<file path="src/rtl/img2col_pkg.sv">
`default_nettype none
// +--------------------------------------------------------------------+
// | img2col_pkg : shared types and default geometry for img2col fetch  |
// | Revision    : 1.0                                                  |
// +--------------------------------------------------------------------+
package img2col_pkg;

  localparam int DEF_IMG_W  = 32;
  localparam int DEF_IMG_H  = 32;
  localparam int DEF_K      = 5;
  localparam int DEF_NUM_PU = DEF_IMG_W - DEF_K + 1;

  typedef enum logic {
    PH_BUF  = 1'b0,
    PH_WORK = 1'b1
  } phase_e;

  typedef struct packed {
    logic       valid;
    logic       done;
    logic [5:0] id;
    logic [2:0] row;
    logic [2:0] slot;
  } fetch_meta_t;

endpackage
`default_nettype wire

</file>
<file path="src/rtl/img2col_fetch_meta_pipe.sv">
`default_nettype none
// +--------------------------------------------------------------------+
// | img2col_meta_pipe : fixed-depth delay line carrying write metadata |
// | Revision          : 1.0                                            |
// +--------------------------------------------------------------------+
module img2col_meta_pipe
  import img2col_pkg::*;
#(
  parameter int DEPTH = 2
) (
  input  logic        clk,
  input  logic        clr_n,
  input  fetch_meta_t in_meta,
  output fetch_meta_t out_meta
);

  fetch_meta_t stage_q [DEPTH];
  fetch_meta_t stage_d [DEPTH];

  always_comb begin
    stage_d[0] = in_meta;
    for (int i = 1; i < DEPTH; i++) begin
      stage_d[i] = stage_q[i-1];
    end
  end

  always_ff @(posedge clk) begin
    if (!clr_n) begin
      for (int i = 0; i < DEPTH; i++) begin
        stage_q[i] <= '0;
      end
    end else begin
      stage_q <= stage_d;
    end
  end

  assign out_meta = stage_q[DEPTH-1];

endmodule
`default_nettype wire

</file>
<file path="src/rtl/img2col_fetch.sv">
`default_nettype none
// +--------------------------------------------------------------------+
// | img2col_fetch : maps controller counters to SRAM reads and PU      |
// |                 line-buffer writes                                 |
// | Revision      : 1.0                                                |
// +--------------------------------------------------------------------+
module img2col_fetch
  import img2col_pkg::*;
#(
  parameter int IMG_W  = DEF_IMG_W,
  parameter int IMG_H  = DEF_IMG_H,
  parameter int K      = DEF_K,
  parameter int NUM_PU = DEF_NUM_PU,
  parameter int DATA_W = 8,
  parameter int ADDR_W = 10,
  parameter int RD_LAT = 1
) (
  input  logic              clk,
  input  logic              nrst,
  input  logic              map_valid,
  input  logic              map_phase,
  input  logic              map_done,
  input  logic [5:0]        map_round,
  input  logic [5:0]        map_pu1_add,
  input  logic [5:0]        map_pu_no,
  input  logic [5:0]        map_row_no,
  output logic              mem_rd_en,
  output logic [ADDR_W-1:0] mem_rd_addr,
  input  logic [DATA_W-1:0] mem_rd_data,
  output logic              pu_wr_en,
  output logic [5:0]        pu_wr_id,
  output logic [2:0]        pu_wr_row,
  output logic [2:0]        pu_wr_slot,
  output logic [DATA_W-1:0] pu_wr_data,
  output logic              fetch_done,
  output logic              range_err
);

  localparam int         AW1    = ADDR_W + 1;
  localparam logic [6:0] IMG_W7 = 7'(IMG_W);
  localparam logic [6:0] IMG_H7 = 7'(IMG_H);
  localparam logic [6:0] K7     = 7'(K);

  if (NUM_PU != IMG_W - K + 1 || RD_LAT < 1 || RD_LAT > 3 || K > 8) begin : g_cfg_check
    $error("img2col_fetch: inconsistent geometry or RD_LAT out of range");
  end

  phase_e          phase;
  logic [6:0]      col;
  logic [6:0]      src_row;
  logic [6:0]      work_slot;
  logic [AW1-1:0]  addr_full;
  logic            bad_col;
  logic            bad_row;
  logic            in_img;
  logic            accept;
  logic            err_hit;
  fetch_meta_t     meta_in;
  fetch_meta_t     meta_out;
  logic            unused_bits;

  logic              mem_rd_en_d,   mem_rd_en_q;
  logic [ADDR_W-1:0] mem_rd_addr_d, mem_rd_addr_q;
  logic              pu_wr_en_d,    pu_wr_en_q;
  logic [5:0]        pu_wr_id_d,    pu_wr_id_q;
  logic [2:0]        pu_wr_row_d,   pu_wr_row_q;
  logic [2:0]        pu_wr_slot_d,  pu_wr_slot_q;
  logic [DATA_W-1:0] pu_wr_data_d,  pu_wr_data_q;
  logic              fetch_done_d,  fetch_done_q;
  logic              range_err_d,   range_err_q;

  always_comb begin
    phase     = phase_e'(map_phase);
    col       = 7'(map_pu_no) + 7'(map_pu1_add);
    // Working rounds overwrite the oldest row slot in a ring of K rows.
    work_slot = (7'(map_round) + K7) % K7;
    src_row   = (phase == PH_WORK) ? (7'(map_round) + K7) : 7'(map_row_no);
    addr_full = AW1'(src_row) * AW1'(IMG_W) + AW1'(col);

    bad_col = (col >= IMG_W7);
    bad_row = (phase == PH_BUF) && (map_row_no >= 6'(K));
    in_img  = (src_row < IMG_H7);
    err_hit = map_valid && (bad_col || bad_row);
    accept  = map_valid && !bad_col && !bad_row && in_img;

    meta_in       = '0;
    meta_in.valid = accept;
    meta_in.done  = map_done;
    meta_in.id    = map_pu_no;
    meta_in.row   = (phase == PH_WORK) ? work_slot[2:0] : map_row_no[2:0];
    meta_in.slot  = map_pu1_add[2:0];
  end

  assign unused_bits = ^{addr_full[ADDR_W], work_slot[6:3]};

  img2col_meta_pipe #(
    .DEPTH (RD_LAT + 1)
  ) u_meta_pipe (
    .clk      (clk),
    .clr_n    (nrst),
    .in_meta  (meta_in),
    .out_meta (meta_out)
  );

  always_comb begin
    mem_rd_en_d   = accept;
    mem_rd_addr_d = accept ? addr_full[ADDR_W-1:0] : '0;
    range_err_d   = range_err_q | err_hit;
    // Idle cycles present zeros so stale SRAM data never leaks onto the bus.
    pu_wr_en_d    = meta_out.valid;
    pu_wr_id_d    = meta_out.valid ? meta_out.id   : '0;
    pu_wr_row_d   = meta_out.valid ? meta_out.row  : '0;
    pu_wr_slot_d  = meta_out.valid ? meta_out.slot : '0;
    pu_wr_data_d  = meta_out.valid ? mem_rd_data   : '0;
    fetch_done_d  = meta_out.done;
  end

  always_ff @(posedge clk) begin
    if (!nrst) begin
      mem_rd_en_q   <= 1'b0;
      mem_rd_addr_q <= '0;
      pu_wr_en_q    <= 1'b0;
      pu_wr_id_q    <= '0;
      pu_wr_row_q   <= '0;
      pu_wr_slot_q  <= '0;
      pu_wr_data_q  <= '0;
      fetch_done_q  <= 1'b0;
      range_err_q   <= 1'b0;
    end else begin
      mem_rd_en_q   <= mem_rd_en_d;
      mem_rd_addr_q <= mem_rd_addr_d;
      pu_wr_en_q    <= pu_wr_en_d;
      pu_wr_id_q    <= pu_wr_id_d;
      pu_wr_row_q   <= pu_wr_row_d;
      pu_wr_slot_q  <= pu_wr_slot_d;
      pu_wr_data_q  <= pu_wr_data_d;
      fetch_done_q  <= fetch_done_d;
      range_err_q   <= range_err_d;
    end
  end

  assign mem_rd_en   = mem_rd_en_q;
  assign mem_rd_addr = mem_rd_addr_q;
  assign pu_wr_en    = pu_wr_en_q;
  assign pu_wr_id    = pu_wr_id_q;
  assign pu_wr_row   = pu_wr_row_q;
  assign pu_wr_slot  = pu_wr_slot_q;
  assign pu_wr_data  = pu_wr_data_q;
  assign fetch_done  = fetch_done_q;
  assign range_err   = range_err_q;

endmodule
`default_nettype wire

</file>
<file path="config.mk">
export PLATFORM = sky130hd
export DESIGN_NAME = img2col_fetch
export DESIGN_NICKNAME = d
export VERILOG_FILES = /design/src/rtl/img2col_pkg.sv /design/src/rtl/img2col_fetch_meta_pipe.sv /design/src/rtl/img2col_fetch.sv
export SDC_FILE = /design/constraint.sdc
export NUM_CORES = 1
export LEC_CHECK = 0
export ABC_CLOCK_PERIOD_IN_PS = 7000
export CORE_MARGIN = 5
export CORE_UTILIZATION = 49
export CTS_CLUSTER_SIZE = 25
export DETAILED_ROUTE_END_ITERATION = 8
export PLACE_DENSITY = 0.84
export SYNTH_ARGS = -nofsm -noshare
export SYNTH_HDL_FRONTEND = slang
export SYNTH_HIERARCHICAL = 1
export SYNTH_SLANG_ARGS = --single-unit
export TNS_END_PERCENT = 50
</file>
<file path="constraint.sdc">
create_clock -name clk -period 7 [get_ports clk]
set_clock_uncertainty 0.1 [all_clocks]
set_input_delay 1.75 -clock clk [delete_from_list [all_inputs] [get_ports clk]]
set_output_delay 1.75 -clock clk [all_outputs]
set_load 0.02 [all_outputs]
</file>
# After elaboration in Yosys (flattened, before gate mapping)

Cells that the tools add are included.

$add $sub $neg: 3
$lt $le $gt $ge: 3
Mux-type cells: 2
Div/mod/pow operators: 1
Bitwise gates (word level): 2
Reduce and logical (&&, ||, !) cells: 10

Operators with widths:

| operator            | number |
|---|---|
| $add 10x7->10       | 1 |
| $add 6x3->7 const B | 1 |
| $add 6x6->7         | 1 |
| $ge 7x6->1 const B  | 1 |
| $lt 7x6->1 const B  | 1 |
| $mod 7x3->7 const B | 1 |
| $mux 7              | 1 |
| $ge 6x3->1 const B  | 1 |
| $logic_and 1x1->1   | 5 |
| $reduce_and 2->1    | 2 |
| $mux 3              | 1 |
| $logic_not 1->1     | 2 |
| $logic_or 1x1->1    | 1 |
| $not 1->1           | 1 |
| $or 1x1->1          | 1 |

Input port bits: 37
Word-level logic and storage cells: 39
Output and inout bits: 34
Register bits after elaboration: 61

# Depth between registers and ports, before layout

Depth after elaboration: 7
Mapped depth: 18

# Hierarchy

Netlist, hierarchy kept.

Modules (own cells, without submodules):

| module            | times used | area each (um^2) | cells each | sequential area each (um^2) |
|---|---|---|---|---|
| img2col_fetch     | 1          | 2089.5           | 226        | 680.7 |
| img2col_meta_pipe | 1          | 785.8            | 58         | 560.5 |

# Worst setup path after synthesis

No wires, ideal clock.

Path kind: in2reg
Start: in map_round[0]
End: reg u_meta_pipe.stage_q (netlist bit u_meta_pipe/stage_d[5])
Path slack: 1577 ps
Arrival: 5208 ps
Path buffers: 0
Stages: 17
Path through: ha_1 > o21ai_1 > xor2_1 > inv_1 > ha_1 > nor2_2 > o31ai_4 > a2111oi_1 > o31a_1 > o31a_2 > nor2_1 > ha_1 > nor2_1 > o211a_1 > o311ai_0 > a31oi_1 > and2_1

RTL lines:

| what                 | line                          | text |
|---|---|---|
| from (decl)          | img2col_fetch.sv:23           | `input logic [5:0] map_round,` |
| to (signal assigned) | img2col_fetch_meta_pipe.sv:33 | `stage_q <= stage_d;` |
| to (decl)            | img2col_fetch_meta_pipe.sv:17 | `fetch_meta_t stage_q [DEPTH];` |

==> metrics.log <==
INFO  metric switching_share = 25.53%
INFO  metric clock_path_buffers = 2
INFO  metric layout_common_cells = sky130_fd_sc_hd__clkdlybuf4s50_1, sky130_fd_sc_hd__dfxtp_1, sky130_fd_sc_hd__and2_2, sky130_fd_sc_hd__and3_1, sky130_fd_sc_hd__nor2_1
INFO  metric ff_latch_area = between 1000 and 1500 um^2
INFO  metric tritoncts = built
INFO  metric placedCellCount = 418
INFO  metric asyncSetResetFlopFracSynth = 0%
INFO  metric final_max_slew_viol_count = 0
INFO  metric initial_antenna_violation_count = 0
INFO  metric die_height = 86.60 um
INFO  metric stdcell_area = 3795 um^2
INFO  metric antenna_violating_nets_post_route = 0
INFO  metric place.detailed.hpwl = 4731 um
INFO  metric global_route.usage.total = 17.48%
INFO  metric largest_net_degree_at_the_start_of_global_routing = 56
INFO  metric synth_fa_ha_area_share = 7.485%
INFO  metric yosys-mux-area-fraction = 0.3481%
INFO  metric min_path_cells = 1
INFO  metric synthToLayoutAreaGrowth = 31.98%
INFO  metric synth.top_cells.by_area = sky130_fd_sc_hd__dfxtp_1, sky130_fd_sc_hd__and2_2, sky130_fd_sc_hd__ha_1
INFO  metric fin_hold_viols = 0
INFO  metric post_cts.resized_instances = 0
INFO  metric synth_sequential_area_ratio = 43.17%
INFO  metric overflow = 0
INFO  metric wire_length_of_the_first_global_routing_pass = around 10000 um
INFO  metric period_minus_slack = 6.215 ns
INFO  metric synth-compound-area-share = 17.58%
INFO  metric layout_worst_path_cycle_share = 88.78%
INFO  metric area_share_of_and_or_nand_nor_cells_after_synthesis = between 20% and 30%
INFO  metric place.port_buffers = 70
INFO  metric worst_r2r_startpoint = u_meta_pipe/out_meta[13]$_SDFF_PN0_
INFO  metric grt_setup_unrepaired = false
INFO  metric cts.reportedPaths.clkPinSlew = 0.06 ns
INFO  metric fill_cells = 479
INFO  metric drc_errors = 0
INFO  metric synth_top_family_by_area = simple AND/OR/NAND/NOR gates
INFO  metric cap_viol_max_count = 0
INFO  metric synth-edff-count = 0
INFO  metric dr_total_vias = 2285
INFO  metric numCtsBuffers = 9
INFO  metric synth_seq_cells = 62
INFO  metric yosys.area_share.xor_xnor = 3.873%
INFO  metric cts-htree-levels = 3
INFO  metric number_of_global_route_vias_before_repair = approximately 2200
INFO  metric cp-start-kind = input pin
INFO  metric placed_area = 3581 um^2
INFO  metric synthDominantAreaCellType = sky130_fd_sc_hd__dfxtp_1
INFO  metric yosys.area.top_type_share = 43.17%
INFO  metric critical_path.reg2reg.endpoint = pu_wr_data[7]$_SDFF_PN0_
INFO  metric intPower = 0.0006402 W
INFO  metric syn_area_per_cell = 10.12 um^2
INFO  metric pwr-share-comb = 19.0%
INFO  metric insertion_delay = 0.32 ns
INFO  metric layout_commonest_cell = sky130_fd_sc_hd__clkdlybuf4s50_1
INFO  metric numClockSinks = between 60 and 70
INFO  metric holdPathEnd = u_meta_pipe/out_meta[7]$_SDFF_PN0_
INFO  metric endpoint_kind_of_the_worst_setup_timing_path = flip-flop
INFO  metric pwr_density_cell = around 230 nW/um^2
INFO  metric cts_root_buffer = sky130_fd_sc_hd__clkbuf_8
INFO  metric worst_r2r_path_depth = 1
INFO  metric floorplan.initialDensity = 49.44%
INFO  metric min_from = u_meta_pipe/stage_d[7]$_SDFF_PN0_
INFO  metric fmax = around 160 MHz
INFO  metric postSynthCellCount = approximately 280
INFO  metric coreArea = 5816 um^2
INFO  metric maxSlewHeadroom = 51.80%
INFO  metric post-place-ws = 0.4828 ns
INFO  metric dr_iter_0_viols = 66
INFO  metric multi_input_comb_area = 1500 um^2
INFO  metric syn_area = 2875 um^2
INFO  metric max-vdd-ir-drop = 232.6 uV
INFO  metric worst-slew-pin-transition = approximately 0.72 ns
INFO  metric power.share.sequential = between 40% and 50%
INFO  metric worst-endpoint-arrival = approximately 6.3 ns
INFO  metric mappedNetlistNets = 337
INFO  metric rrSetupSlack = 5.95 ns
INFO  metric critical_path_rt = 7.12 ns
INFO  metric final.setup.tns = 0 ns
INFO  metric nets = between 400 and 500
INFO  metric final-instance-count-excl-fill = 434
INFO  metric detail_route.wirelength = between 6000 and 7000 um
INFO  metric globalplace.congestion = 0.9108
INFO  metric p_clk_share = 38.4%
INFO  metric timing_worst_setup_path_type = input pin to flip-flop
INFO  metric yosysWarnings = 6
INFO  metric ys.flop_type = sky130_fd_sc_hd__dfxtp_1
INFO  metric detail_route.vias_per_cell = 5.265
INFO  metric die_x = 86.60 um
INFO  metric num_io_pins = 71
INFO  metric hold_path_class = flip-flop to flip-flop
INFO  metric num_antenna_cells = 0
INFO  metric synth.lib_cells_used.distinct = 62
INFO  metric setup_viol = 0
INFO  metric static-leakage-power = 1.621 nW
INFO  metric switchingPower = 0.0002195 W
INFO  metric post_cts_buffers = 0
INFO  metric routed_wire_length_per_instance = 14.30 um
INFO  metric critPathMaxFanout = 10
INFO  metric postCtsHoldBufs = 0
INFO  metric drt_first_pass_iters = 4
INFO  metric die_area = approximately 7500 um^2
INFO  metric layout_setup_ws = ~0.79 ns
INFO  metric status = finished clean
INFO  metric std_cell_rows = 28
INFO  metric post_route_cells_drive_above_1_share = between 15 and 20%
## layout make-up
cell class	count	share of cell area (%)
Sequential cell	62	32.71
Inverter	10	0.9891
Timing Repair Buffer	71	18.66
Clock buffer	10	3.363
Tap cell	75	2.473
Clock inverter	6	2.275
Multi-Input combinational cell	200	39.53
## per-stage QoR
step | power [W] | utilization, % | hold WS, ns
5_1_grt | 0.0009011 | 65.25 | 0.3429
3_3_place_gp | 0.0005320 | 61.57 | 0.3150
6_report | 0.0008597 | 65.25 | 0.3312
3_5_place_dp | 0.0005353 | 61.57 | 0.3185
2_1_floorplan | 0.0004876 | - | 0.3119
4_1_cts | 0.0008672 | 65.25 | 0.3353
## synthesized netlist by cell type (2+ instances only)
cell                         n
sky130_fd_sc_hd__inv_1       9
sky130_fd_sc_hd__ha_1       14
sky130_fd_sc_hd__a211oi_1    2
sky130_fd_sc_hd__o21ai_0     6
sky130_fd_sc_hd__nor2_1     17
sky130_fd_sc_hd__xnor2_1     5
sky130_fd_sc_hd__a21oi_1    10
sky130_fd_sc_hd__o21a_1      2
sky130_fd_sc_hd__o31a_1      2
sky130_fd_sc_hd__o211ai_1    3
sky130_fd_sc_hd__and2_1      8
sky130_fd_sc_hd__dfxtp_1    62
sky130_fd_sc_hd__a21o_1      4
sky130_fd_sc_hd__o211a_1     3
sky130_fd_sc_hd__a31oi_1     4
sky130_fd_sc_hd__xnor2_2     2
sky130_fd_sc_hd__a22oi_1     2
sky130_fd_sc_hd__nor2b_1     3
sky130_fd_sc_hd__nand2_1    11
sky130_fd_sc_hd__o41a_1      2
sky130_fd_sc_hd__clkbuf_1    5
sky130_fd_sc_hd__and3_1     24
sky130_fd_sc_hd__o2111ai_1   3
sky130_fd_sc_hd__nor4_1      3
sky130_fd_sc_hd__and2_2     24
sky130_fd_sc_hd__xor2_1      4
sky130_fd_sc_hd__nor3_1      7
sky130_fd_sc_hd__buf_6       5
sky130_fd_sc_hd__nand3_1     3
sky130_fd_sc_hd__o31a_2      2
sky130_fd_sc_hd__fa_1        2
## power by group through the flow
stage / clock network, W / registers (W) / logic, W
global route: 0.000354 / 0.000368 / 0.000180
finish: 0.000330 / 0.000367 / 0.000163
CTS: 0.000338 / 0.000367 / 0.000162
floorplan: 0 / 0.000376 / 0.000112
detailed placement: 0 / 0.000375 / 0.000161
global placement: 0 / 0.000374 / 0.000158
## metal layers
layer	global-route usage, %	wire [um]	up-vias
met5	0	0	-
met1	22.17	2770	1030
met4	7.790	129	0
met3	4.563	420	14
met2	27.89	2887	81
li1	-	-	1160
## critical path: stages
cell and delay (ns):
sky130_fd_sc_hd__clkdlybuf4s50_1 0.59, sky130_fd_sc_hd__ha_1 0.37, sky130_fd_sc_hd__o21ai_1 0.16, sky130_fd_sc_hd__xor2_1 0.50, sky130_fd_sc_hd__inv_1 0.09, sky130_fd_sc_hd__ha_1 0.31, sky130_fd_sc_hd__nor2_2 0.08, sky130_fd_sc_hd__o31ai_4 0.35
sky130_fd_sc_hd__a2111oi_1 0.13, sky130_fd_sc_hd__o31a_1 0.37, sky130_fd_sc_hd__o31a_2 0.34, sky130_fd_sc_hd__nor2_1 0.16, sky130_fd_sc_hd__ha_1 0.16, sky130_fd_sc_hd__nor2_1 0.05, sky130_fd_sc_hd__o211a_1 0.24, sky130_fd_sc_hd__o311ai_0 0.36
sky130_fd_sc_hd__a31oi_1 0.13, sky130_fd_sc_hd__and2_1 0.17
## flip-flops by register name, indices dropped and copies added, names as in the netlist
signal                flops
mem_rd_en                 1
pu_wr_data                8
pu_wr_id                  6
u_meta_pipe/stage_d      14
range_err                 1
pu_wr_en                  1
pu_wr_row                 3
pu_wr_slot                3
mem_rd_addr              10
fetch_done                1
u_meta_pipe/out_meta     14
## kinds of logic (layout without fill, tap and decap cells)
kind of cell,Yosys count,in the layout
compound gates,63,63
xor+xnor,11,11
fa+ha+maj,16,16
buf+inv,22,97
flops,62,62
mux,1,1
simple gates,109,109
## worst max-delay path by stage
stage | end | slack [ns] | depth (start not counted) | start
floorplan | u_meta_pipe/stage_d[5]$_SDFF_PN0_ | 1.58 | 17 | map_round[0]
global placement | u_meta_pipe/stage_d[5]$_SDFF_PN0_ | 0.69 | 18 | map_round[0]
detailed placement | u_meta_pipe/stage_d[5]$_SDFF_PN0_ | 0.48 | 18 | map_round[0]
CTS | u_meta_pipe/stage_d[5]$_SDFF_PN0_ | 0.86 | 18 | map_round[0]
global route | u_meta_pipe/stage_d[5]$_SDFF_PN0_ | 0.48 | 18 | map_round[0]
finish | u_meta_pipe/stage_d[5]$_SDFF_PN0_ | 0.79 | 18 | map_round[0]
Power figures use the tool's default switching activity.
